`config.mk`:
```
export PLATFORM = sky130hd
export DESIGN_NAME = neuron_reg_bank
export DESIGN_NICKNAME = d
export VERILOG_FILES = /design/src/rtl/neuron_reg_pkg.sv /design/src/rtl/neuron_reg_bank_cell.sv /design/src/rtl/neuron_reg_bank.sv
export SDC_FILE = /design/constraint.sdc
export NUM_CORES = 1
export LEC_CHECK = 0
export ABC_AREA = 1
export BUFFER_PORTS_ARGS = -buffer_cell sky130_fd_sc_hd__buf_4
export CAP_MARGIN = 30
export CORE_MARGIN = 2
export CORE_UTILIZATION = 30
export DETAILED_ROUTE_END_ITERATION = 16
export SETUP_SLACK_MARGIN = 0.4
export SLEW_MARGIN = 20
export SYNTH_ARGS = -nofsm -noshare
export SYNTH_HDL_FRONTEND = slang
export SYNTH_HIERARCHICAL = 1
export SYNTH_SLANG_ARGS = --single-unit
```
`constraint.sdc`:
```
create_clock -name clk -period 4 [get_ports clk]
set_input_delay 0 -clock clk [delete_from_list [all_inputs] [get_ports clk]]
set_output_delay 0 -clock clk [all_outputs]
set_load 0.02 [all_outputs]
```
`src/rtl/neuron_reg_pkg.sv`:
```
// Shared types and defaults for the digit recogniser register bank.
// Holds the scan FSM state type and the saturating add used by accumulating writes.
package neuron_reg_pkg;

  localparam int NEURON_DATA_W = 4;
  localparam int NEURON_COUNT  = 8;
  localparam int DIGIT_COUNT   = 10;

  typedef enum logic [1:0] {
    IDLE = 2'd0,
    SCAN = 2'd1,
    DONE = 2'd2
  } scan_state_t;

  // Unsigned a+b clamped to the largest value representable in width bits.
  function automatic logic [31:0] sat_add(input logic [31:0] a,
                                          input logic [31:0] b,
                                          input int unsigned width);
    logic [32:0] sum_v;
    logic [32:0] max_v;
    sum_v = {1'b0, a} + {1'b0, b};
    max_v = (33'd1 << width) - 33'd1;
    if (sum_v > max_v) begin
      return max_v[31:0];
    end else begin
      return sum_v[31:0];
    end
  endfunction

endpackage

```
`src/rtl/neuron_reg_bank_cell.sv`:
```
// One storage register of the bank with its own address decode.
// NEURON_REG_ACCUM_EN adds accum_en, turning a write into a saturating accumulate.
module neuron_reg_bank_cell
  import neuron_reg_pkg::*;
#(
  parameter int ADDRESS = 0,
  parameter int DATA_W  = 4,
  parameter int ADDR_W  = 5
) (
  input  logic              clk,
  input  logic              rst,
  input  logic              write_en,
  input  logic [ADDR_W-1:0] address,
  input  logic [DATA_W-1:0] data_in,
`ifdef NEURON_REG_ACCUM_EN
  input  logic              accum_en,
`endif
  output logic [DATA_W-1:0] value
);

  logic              hit_s;
  logic [DATA_W-1:0] next_s;
  logic [DATA_W-1:0] value_r;

  assign hit_s = write_en && (address == ADDR_W'(ADDRESS));

  // Select the value a write would store: overwrite or saturating accumulate.
  always_comb begin
    next_s = data_in;
`ifdef NEURON_REG_ACCUM_EN
    if (accum_en) begin
      next_s = DATA_W'(sat_add(32'(value_r), 32'(data_in), DATA_W));
    end else begin
      next_s = data_in;
    end
`endif
  end

  // Storage register, updated only when this cell is addressed.
  always_ff @(posedge clk) begin
    if (rst) begin
      value_r <= '0;
    end else if (hit_s) begin
      value_r <= next_s;
    end else begin
      value_r <= value_r;
    end
  end

  assign value = value_r;

endmodule

```
`src/rtl/neuron_reg_bank.sv`:
```
// Neuron activation / digit weight register bank with registered read port and argmax scanner.
// Optional NEURON_REG_ACCUM_EN adds the accum_en port for saturating accumulate writes.
module neuron_reg_bank
  import neuron_reg_pkg::*;
#(
  parameter int DATA_W   = NEURON_DATA_W,
  parameter int N_NEURON = NEURON_COUNT,
  parameter int N_DIGIT  = DIGIT_COUNT,
  parameter int ADDR_W   = 5,
  localparam int IDX_W   = (N_DIGIT > 1) ? $clog2(N_DIGIT) : 1
) (
  input  logic                      clk,
  input  logic                      rst,
  input  logic                      write_en,
  input  logic [ADDR_W-1:0]         address,
  input  logic [DATA_W-1:0]         data_in,
`ifdef NEURON_REG_ACCUM_EN
  input  logic                      accum_en,
`endif
  input  logic                      read_en,
  output logic [DATA_W-1:0]         data_out,
  output logic                      data_valid,
  output logic [N_DIGIT*DATA_W-1:0] digit_weights,
  input  logic                      scan_start,
  output logic                      scan_busy,
  output logic                      scan_done,
  output logic [IDX_W-1:0]          best_digit,
  output logic [DATA_W-1:0]         best_weight
);

  localparam int N_TOTAL = N_NEURON + N_DIGIT;

  if ((64'd1 << ADDR_W) < 64'(N_TOTAL)) begin : g_addr_w_check
    $error("neuron_reg_bank: ADDR_W too small for N_NEURON+N_DIGIT registers");
  end

  logic [DATA_W-1:0] reg_val_s [N_TOTAL];
  logic [DATA_W-1:0] weights_s [N_DIGIT];

  for (genvar g = 0; g < N_TOTAL; g++) begin : g_cell
    neuron_reg_bank_cell #(
      .ADDRESS (g),
      .DATA_W  (DATA_W),
      .ADDR_W  (ADDR_W)
    ) u_cell (
      .clk      (clk),
      .rst      (rst),
      .write_en (write_en),
      .address  (address),
      .data_in  (data_in),
`ifdef NEURON_REG_ACCUM_EN
      .accum_en (accum_en),
`endif
      .value    (reg_val_s[g])
    );
  end

  for (genvar d = 0; d < N_DIGIT; d++) begin : g_weight
    assign weights_s[d]                          = reg_val_s[N_NEURON + d];
    assign digit_weights[d*DATA_W +: DATA_W]     = reg_val_s[N_NEURON + d];
  end

  // ---------------- read port ----------------
  logic [DATA_W-1:0] rd_data_s;
  logic [DATA_W-1:0] data_out_r;
  logic              data_valid_r;

  // Address mux; anything beyond the last register reads as all ones.
  always_comb begin
    rd_data_s = {DATA_W{1'b1}};
    for (int i = 0; i < N_TOTAL; i++) begin
      rd_data_s = (address == ADDR_W'(i)) ? reg_val_s[i] : rd_data_s;
    end
  end

  // Registered read: samples pre-write storage, so same-cycle writes are not seen.
  always_ff @(posedge clk) begin
    if (rst) begin
      data_out_r   <= '0;
      data_valid_r <= 1'b0;
    end else begin
      data_valid_r <= read_en;
      data_out_r   <= read_en ? rd_data_s : data_out_r;
    end
  end

  assign data_out   = data_out_r;
  assign data_valid = data_valid_r;

  // ---------------- argmax scanner ----------------
  scan_state_t       state_r, state_next_s;
  logic [IDX_W-1:0]  idx_r, idx_next_s;
  logic [IDX_W-1:0]  best_digit_r, best_digit_next_s;
  logic [DATA_W-1:0] best_weight_r, best_weight_next_s;
  logic [DATA_W-1:0] weight_sel_s;
  logic              scan_busy_r, scan_done_r;

  // Weight currently under comparison.
  always_comb begin
    weight_sel_s = '0;
    for (int i = 0; i < N_DIGIT; i++) begin
      weight_sel_s = (idx_r == IDX_W'(i)) ? weights_s[i] : weight_sel_s;
    end
  end

  // Scan next-state logic; strict greater-than keeps the lowest index on ties.
  always_comb begin
    state_next_s       = state_r;
    idx_next_s         = idx_r;
    best_digit_next_s  = best_digit_r;
    best_weight_next_s = best_weight_r;
    case (state_r)
      IDLE: begin
        if (scan_start) begin
          best_weight_next_s = weights_s[0];
          best_digit_next_s  = '0;
          idx_next_s         = IDX_W'(1);
          state_next_s       = (N_DIGIT == 1) ? DONE : SCAN;
        end else begin
          state_next_s = IDLE;
        end
      end
      SCAN: begin
        if (weight_sel_s > best_weight_r) begin
          best_weight_next_s = weight_sel_s;
          best_digit_next_s  = idx_r;
        end else begin
          best_weight_next_s = best_weight_r;
          best_digit_next_s  = best_digit_r;
        end
        if (idx_r == IDX_W'(N_DIGIT - 1)) begin
          state_next_s = DONE;
        end else begin
          idx_next_s = idx_r + IDX_W'(1);
        end
      end
      DONE: begin
        state_next_s = IDLE;
      end
      default: begin
        state_next_s = IDLE;
      end
    endcase
  end

  // Scan state, result and flag registers.
  always_ff @(posedge clk) begin
    if (rst) begin
      state_r       <= IDLE;
      idx_r         <= '0;
      best_digit_r  <= '0;
      best_weight_r <= '0;
      scan_busy_r   <= 1'b0;
      scan_done_r   <= 1'b0;
    end else begin
      state_r       <= state_next_s;
      idx_r         <= idx_next_s;
      best_digit_r  <= best_digit_next_s;
      best_weight_r <= best_weight_next_s;
      scan_busy_r   <= (state_next_s == SCAN);
      scan_done_r   <= (state_next_s == DONE);
    end
  end

  assign scan_busy   = scan_busy_r;
  assign scan_done   = scan_done_r;
  assign best_digit  = best_digit_r;
  assign best_weight = best_weight_r;

endmodule

```
==> flow_summary.yaml, run 1 <==
worst_setup_path:
  crit_path_frequent_cell: "nand2_1"
  startpoint_type: "register"
  slowest_stage: "dfxtp_1"
  crit_type: "register to register"
  crit_required_ns: 4.22
  worst-path-buf-inv: 4
  crit_path_end_kind: "register"
  critPathTopFamily: "simple AND/OR/NAND/NOR gates"
  slowest_delay_ns: 0.37
  crit_fanout: 12
  worstPathArrival_ns: 3.28
worst_hold_path:
  holdCritPathClass: "input pin to register"
floorplanning:
  num_rows: 53
  initial_utilization_pct: 30.31
  core_um2: 20820
  die_area_um2: 22220
  die_w_um: 149.1
  num_io_pins: 69
  die_y_um: 149.1
sta:
  period_minus_slack_ns: 3.065
  slew_viol_final: 0
  worst_pin_slew_ns: 0.7636
  tns_ns: 0
  skew_ns: 0.009051
  fmax_mhz: 326.2
  hold_viol_final: 0
  fin_crit_sh_pct: 76.63
  setup_viol: 0
  slew_headroom_pct: 48.90
  rsz0062_at_grt: "no"
drt:
  ant_nets: 0
  wl_mm: 18.19
  drt_iter0_markers: 399
  wl_per_cell_um: 12.74
  dr.pass1.iters: 5
  drcViolationCount: 0
  routed_via_density: 4.388
  vias: 6266
global_routing:
  grt_pass1_wl_mm: 29.51
  gr-total-overflow: 0
  grt_usage_pct: 16.91
  grt_max_degree: 34
  antenna_found_initial: 0
  grt_pass1_vias: 5762
placed_design:
  hpwl_mm: 12.97
  placement.io_buffers: 68
  placed_cells: 1411
  place_congestion: 0.8249
power:
  ir_drop_mv: 0.2105
  p_per_area_nw_per_um2: 299.8
  leakage_nw: 3.697
clock_network:
  insertion_delay_ns: 0.36
  cts_setup_buffers: 0
  root_buffer: "clkbuf_16"
  clock-sinks: 93
  htreeDepth: 3
  cts_buffers: 9
  clockBufferDepth: 2
  tritoncts: "yes"
  clk_pin_slew_ns: 0.07
layout:
  fillers: 2362
  finalNonFillerCells: 1428
  final_util_pct: 35.90
  antenna_cells: 0
  drive_above_1_share_pct: 15.44
  nNetsFinal: 1170
  syn2layout_area_growth_pct: 18.41
synth:
  syn_inst: 1070
  synth-edff-count: 0
  yosysUniqueCellTypes: 33
  synth.area.top_cells: "dfxtp_1, nand2_1, inv_1, nor2_1, nand3_1"
  yosys.area.top_type: "dfxtp_1"
  synth_ff_type: "dfxtp_1"
  synth_top_area_share_pct: 29.49
  synth_commonest_cells: "nand2_1, inv_1, nor2_1"
  synthArstFlopShare_pct: 0
  syn_area_um2: 6312
  synth_nets: 1092
  avgSynthCellArea_um2: 5.899
  synth_seq_cells: 93
  yosysMostFrequentCell: "nand2_1"
  yosysSeqAreaShare_pct: 29.49
  synth_warnings: 6
flow_run:
  maxCapViolCount: 0
run_status:
  status: "finished clean"
## power breakdown
| part | internal [mW] | switching, mW |
|---|---|---|
| sequential | 0.950 | 0.0191 |
| combinational | 0.113 | 0.256 |
| clock | 0.506 | 0.397 |
| total | 1.57 | 0.672 |
## sequential cells by signal, indices dropped and copies added, names as in the netlist
name,count
best_weight,4
g_cell.u_cell/value,72
idx_r,4
best_digit,4
data_valid,1
scan_busy,1
scan_done,1
state_r,2
data_out,4
## layer usage
metal,up-vias,track usage (%),share of wire [%],wire length [um]
met5,-,0,0,0
met4,0,4.190,1.6,294
met3,24,2.661,5.0,916
met2,159,27.70,45,8143
met1,2735,23.29,49,8833
li1,3348,-,-,-
## final cells by class
| class | count | area (um^2) | share of cell area, % |
|---|---|---|---|
| clock buffer | 10 | 239.0 | 3.197 |
| clock inverter | 6 | 70.07 | 0.9374 |
| inverter | 291 | 1097 | 14.68 |
| multi-input combinational | 683 | 3334 | 44.61 |
| sequential | 93 | 1862 | 24.91 |
| tap | 275 | 344.1 | 4.603 |
| timing repair buffer | 70 | 528.0 | 7.064 |
## cells in the final DEF, fill, tap and decap left out, types with 20 or more instances in the layout
cell / Yosys / layout
nand4_1: 23 / 23
buf_4: 0 / 69
o21ai_0: 20 / 20
nor2_2: 32 / 32
inv_1: 271 / 270
nand2_1: 274 / 274
nand3_1: 70 / 70
dfxtp_1: 93 / 93
a21oi_1: 44 / 44
nor2_1: 140 / 140
## final timing paths
kind                from             end  slack [ns]  cells past startpoint
min           scan_start        idx_r[3]        0.02                      4
max reg2reg     idx_r[1]  best_weight[2]        0.93                     25
min reg2reg  data_out[1]     data_out[1]        0.47                      2
max             idx_r[1]  best_weight[2]        0.93                     25
## worst reg2reg max path, cell delays in order (launching register included)
cell      delay [ns]
dfxtp_1         0.37
inv_1           0.10
ha_1            0.20
inv_2           0.15
nor2_2          0.08
nand2_1         0.06
o21ai_0         0.07
nand2_1         0.07
a31oi_1         0.07
o21ai_0         0.16
nand3_1         0.09
nand3_1         0.07
nand2_1         0.05
nand2_1         0.07
nand2_1         0.06
ha_1            0.28
inv_1           0.06
nor2_1          0.03
o211ai_1        0.15
nand2_1         0.07
nand3_1         0.07
nand2_1         0.10
inv_1           0.28
a21oi_1         0.08
nand2_1         0.08
a21oi_1         0.06
## logic make-up after synthesis
kind of cell	share of synthesized area [%]
simple gates	44.62
buf+inv	17.68
fa+ha+maj	1.586
flops	29.49
compound gates	6.621
## timing repair
item / CTS / global route
endpoints found under the setup margin: 0 / 4
gates resized for setup: 0 / 1
endpoints found under the hold margin: 4 / 0
hold buffers: 1 / 0
## metrics by stage
step / cell area, um^2 / hold WS (ns) / setup WS [ns] / total power, mW
6_report: 7475 / 0.02122 / 0.9346 / 2.241
2_1_floorplan: 6312 / 0.07931 / 1.067 / 1.214
4_1_cts: 7475 / 0.01103 / 0.8314 / 2.266
3_5_place_dp: 7156 / 0.3226 / 0.8575 / 1.357
5_1_grt: 7475 / 0.04055 / 0.4551 / 2.347
3_3_place_gp: 7156 / 0.3186 / 0.8987 / 1.356
(Power assumes the default switching activity.)
==> run 2: changes to the inputs <==
==> constraint.sdc (replaced) <==
create_clock -name clk -period 2.7 [get_ports clk]
set_input_delay 0 -clock clk [delete_from_list [all_inputs] [get_ports clk]]
set_output_delay 0 -clock clk [all_outputs]
set_load 0.02 [all_outputs]
==> run 2 against run 1 <==
Compared with the run above: global-route usage rose by 0.61 points; first-iteration DRC count fell by 11%; non-clock buffer count rose by 30.
==> flow_summary.yaml, run 2 (synthesis gave the netlist of run 1 again) <==
drt:
  wl_per_cell_um: 13.01
  drcViolationCount: 0
  wl_mm: 18.99
  routed_via_density: 4.387
  dr.pass1.iters: 5
  ant_nets: 0
  drt_iter0_markers: 355
  vias: 6400
worst_setup_path:
  reg2reg_setup_slack_ns: 0.01
  crit_path_end_kind: "register"
  crit_required_ns: 2.98
  slowest_delay_ns: 0.39
  crit_fanout: 6
  worstSetupEndpoint: "best_weight[2]"
  crit_path_frequent_cell: "nand2_1"
  crit_type: "register to register"
  crit_start: "idx_r[1]"
  r2r_end: "best_weight[2]"
  worstPathArrival_ns: 2.97
  r2r-start: "idx_r[1]"
  worst-path-buf-inv: 4
  startpoint_type: "register"
  reg2regPathDepth: 25
  slowest_stage: "dfxtp_4"
  cp.depth: 25
  critPathTopFamily: "simple AND/OR/NAND/NOR gates"
layout:
  nNetsFinal: 1201
  drive_above_1_share_pct: 19.68
  finalInstanceArea_um2: 7836
  layout_commonest_cell: "nand2_1"
  fillers: 2312
  antenna_cells: 0
  syn2layout_area_growth_pct: 24.14
  largest_register_ffs: 72
  mostFrequentLayoutCells: "nand2_1, inv_1, nor2_1"
sta:
  rsz0062_at_grt: "yes"
  tns_ns: 0
  fin_crit_sh_pct: 99.48
  fmax_mhz: 372.3
  slew_headroom_pct: 63.12
  hold_viol_final: 0
  skew_ns: 0.007054
  setup_viol: 0
  slew_viol_final: 0
  worst_pin_slew_ns: 0.5532
  period_minus_slack_ns: 2.686
run_status:
  status: "finished clean"
floorplanning:
  core_um2: 20820
  num_rows: 53
  die_w_um: 149.1
  die_area_um2: 22220
  initial_utilization_pct: 30.31
  die_y_um: 149.1
  num_io_pins: 69
clock_network:
  clk_pin_slew_ns: 0.07
  clock-sinks: 93
  htreeDepth: 3
  cts_buffers: 9
  root_buffer: "clkbuf_16"
  tritoncts: "yes"
  clockBufferDepth: 2
  insertion_delay_ns: 0.36
placed_design:
  placement.io_buffers: 68
  place_congestion: 0.9287
  hpwl_mm: 13.87
  dpl-instance-area_um2: 7377
flow_run:
  maxCapViolCount: 0
power:
  ir_drop_mv: 0.2720
  p_total_mw: 3.282
  leakage_nw: 3.860
  p_per_area_nw_per_um2: 418.8
global_routing:
  grt_max_degree: 34
  gr-total-overflow: 0
  grt_usage_pct: 17.52
  grt_pass1_vias: 5979
  grt_pass1_wl_mm: 30.59
  antenna_found_initial: 0
worst_hold_path:
  holdCritPathClass: "input pin to register"
## run 2: worst reg2reg max path, delay by kind of cell (launching register included)
family,cells,cell delay [ns]
flip-flops,1,0.39
adder cells (fa/ha/maj),2,0.43
AND/OR/NAND/NOR,13,0.93
AO/OA/AOI/OAI,6,0.63
buffers and inverters,4,0.24
## run 2: power by group
group          internal (mW)  switching [mW]
Sequential              1.41          0.0298
Combinational          0.200           0.406
Clock                  0.675           0.564
Total                   2.28           0.999
## run 2: how the worst min path moves through the flow
stage,endpoint,startpoint,cells after the start,slack (ns)
6_report,g_cell[4].u_cell/value[1],data_in[1],3,0.07
2_1_floorplan,scan_done,rst,1,0.08
5_1_grt,g_cell[16].u_cell/value[2],data_in[2],3,0.08
4_1_cts,g_cell[8].u_cell/value[2],data_in[2],3,0.06
3_3_place_gp,data_valid,read_en,3,0.32
3_5_place_dp,data_valid,read_en,3,0.32
## run 2: metal layers
layer	share of wire (%)	track usage (%)
met5	0	0
met4	1.7	4.048
met3	5.4	3.578
met2	45	28.27
met1	48	24.08
## run 2: layout make-up
| class | instances | area [um^2] | share of cell area, % |
|---|---|---|---|
| Clock inverter | 5 | 32.53 | 0.4151 |
| Multi-Input combinational cell | 683 | 3461 | 44.16 |
| Tap cell | 275 | 344.1 | 4.391 |
| Clock buffer | 11 | 252.7 | 3.225 |
| Timing Repair inverter | 1 | 5.005 | 0.06387 |
| Inverter | 291 | 1110 | 14.16 |
| Sequential cell | 93 | 1872 | 23.89 |
| Timing Repair Buffer | 100 | 759.5 | 9.692 |
## run 2: through the flow
step | setup slack (ns) | instances | utilization (%) | hold WS (ns)
finish | 0.01408 | 1459 | 37.63 | 0.07428
global route | -0.1795 | 1459 | 37.63 | 0.07732
CTS | 0.01739 | 1455 | 37.10 | 0.06292
floorplan | 0.2035 | 1070 | - | 0.07931
global placement | 0.05003 | 1436 | 35.43 | 0.3165
detailed placement | -0.02584 | 1436 | 35.43 | 0.3236
## run 2: what timing repair did
item,CTS,global route
cloned,0,1
resized for setup,12,21
endpoints found under the setup margin,8,8
buffers inserted,1,3
hold buffers,2,0
pin swaps,2,9
endpoints found under the hold margin,7,0
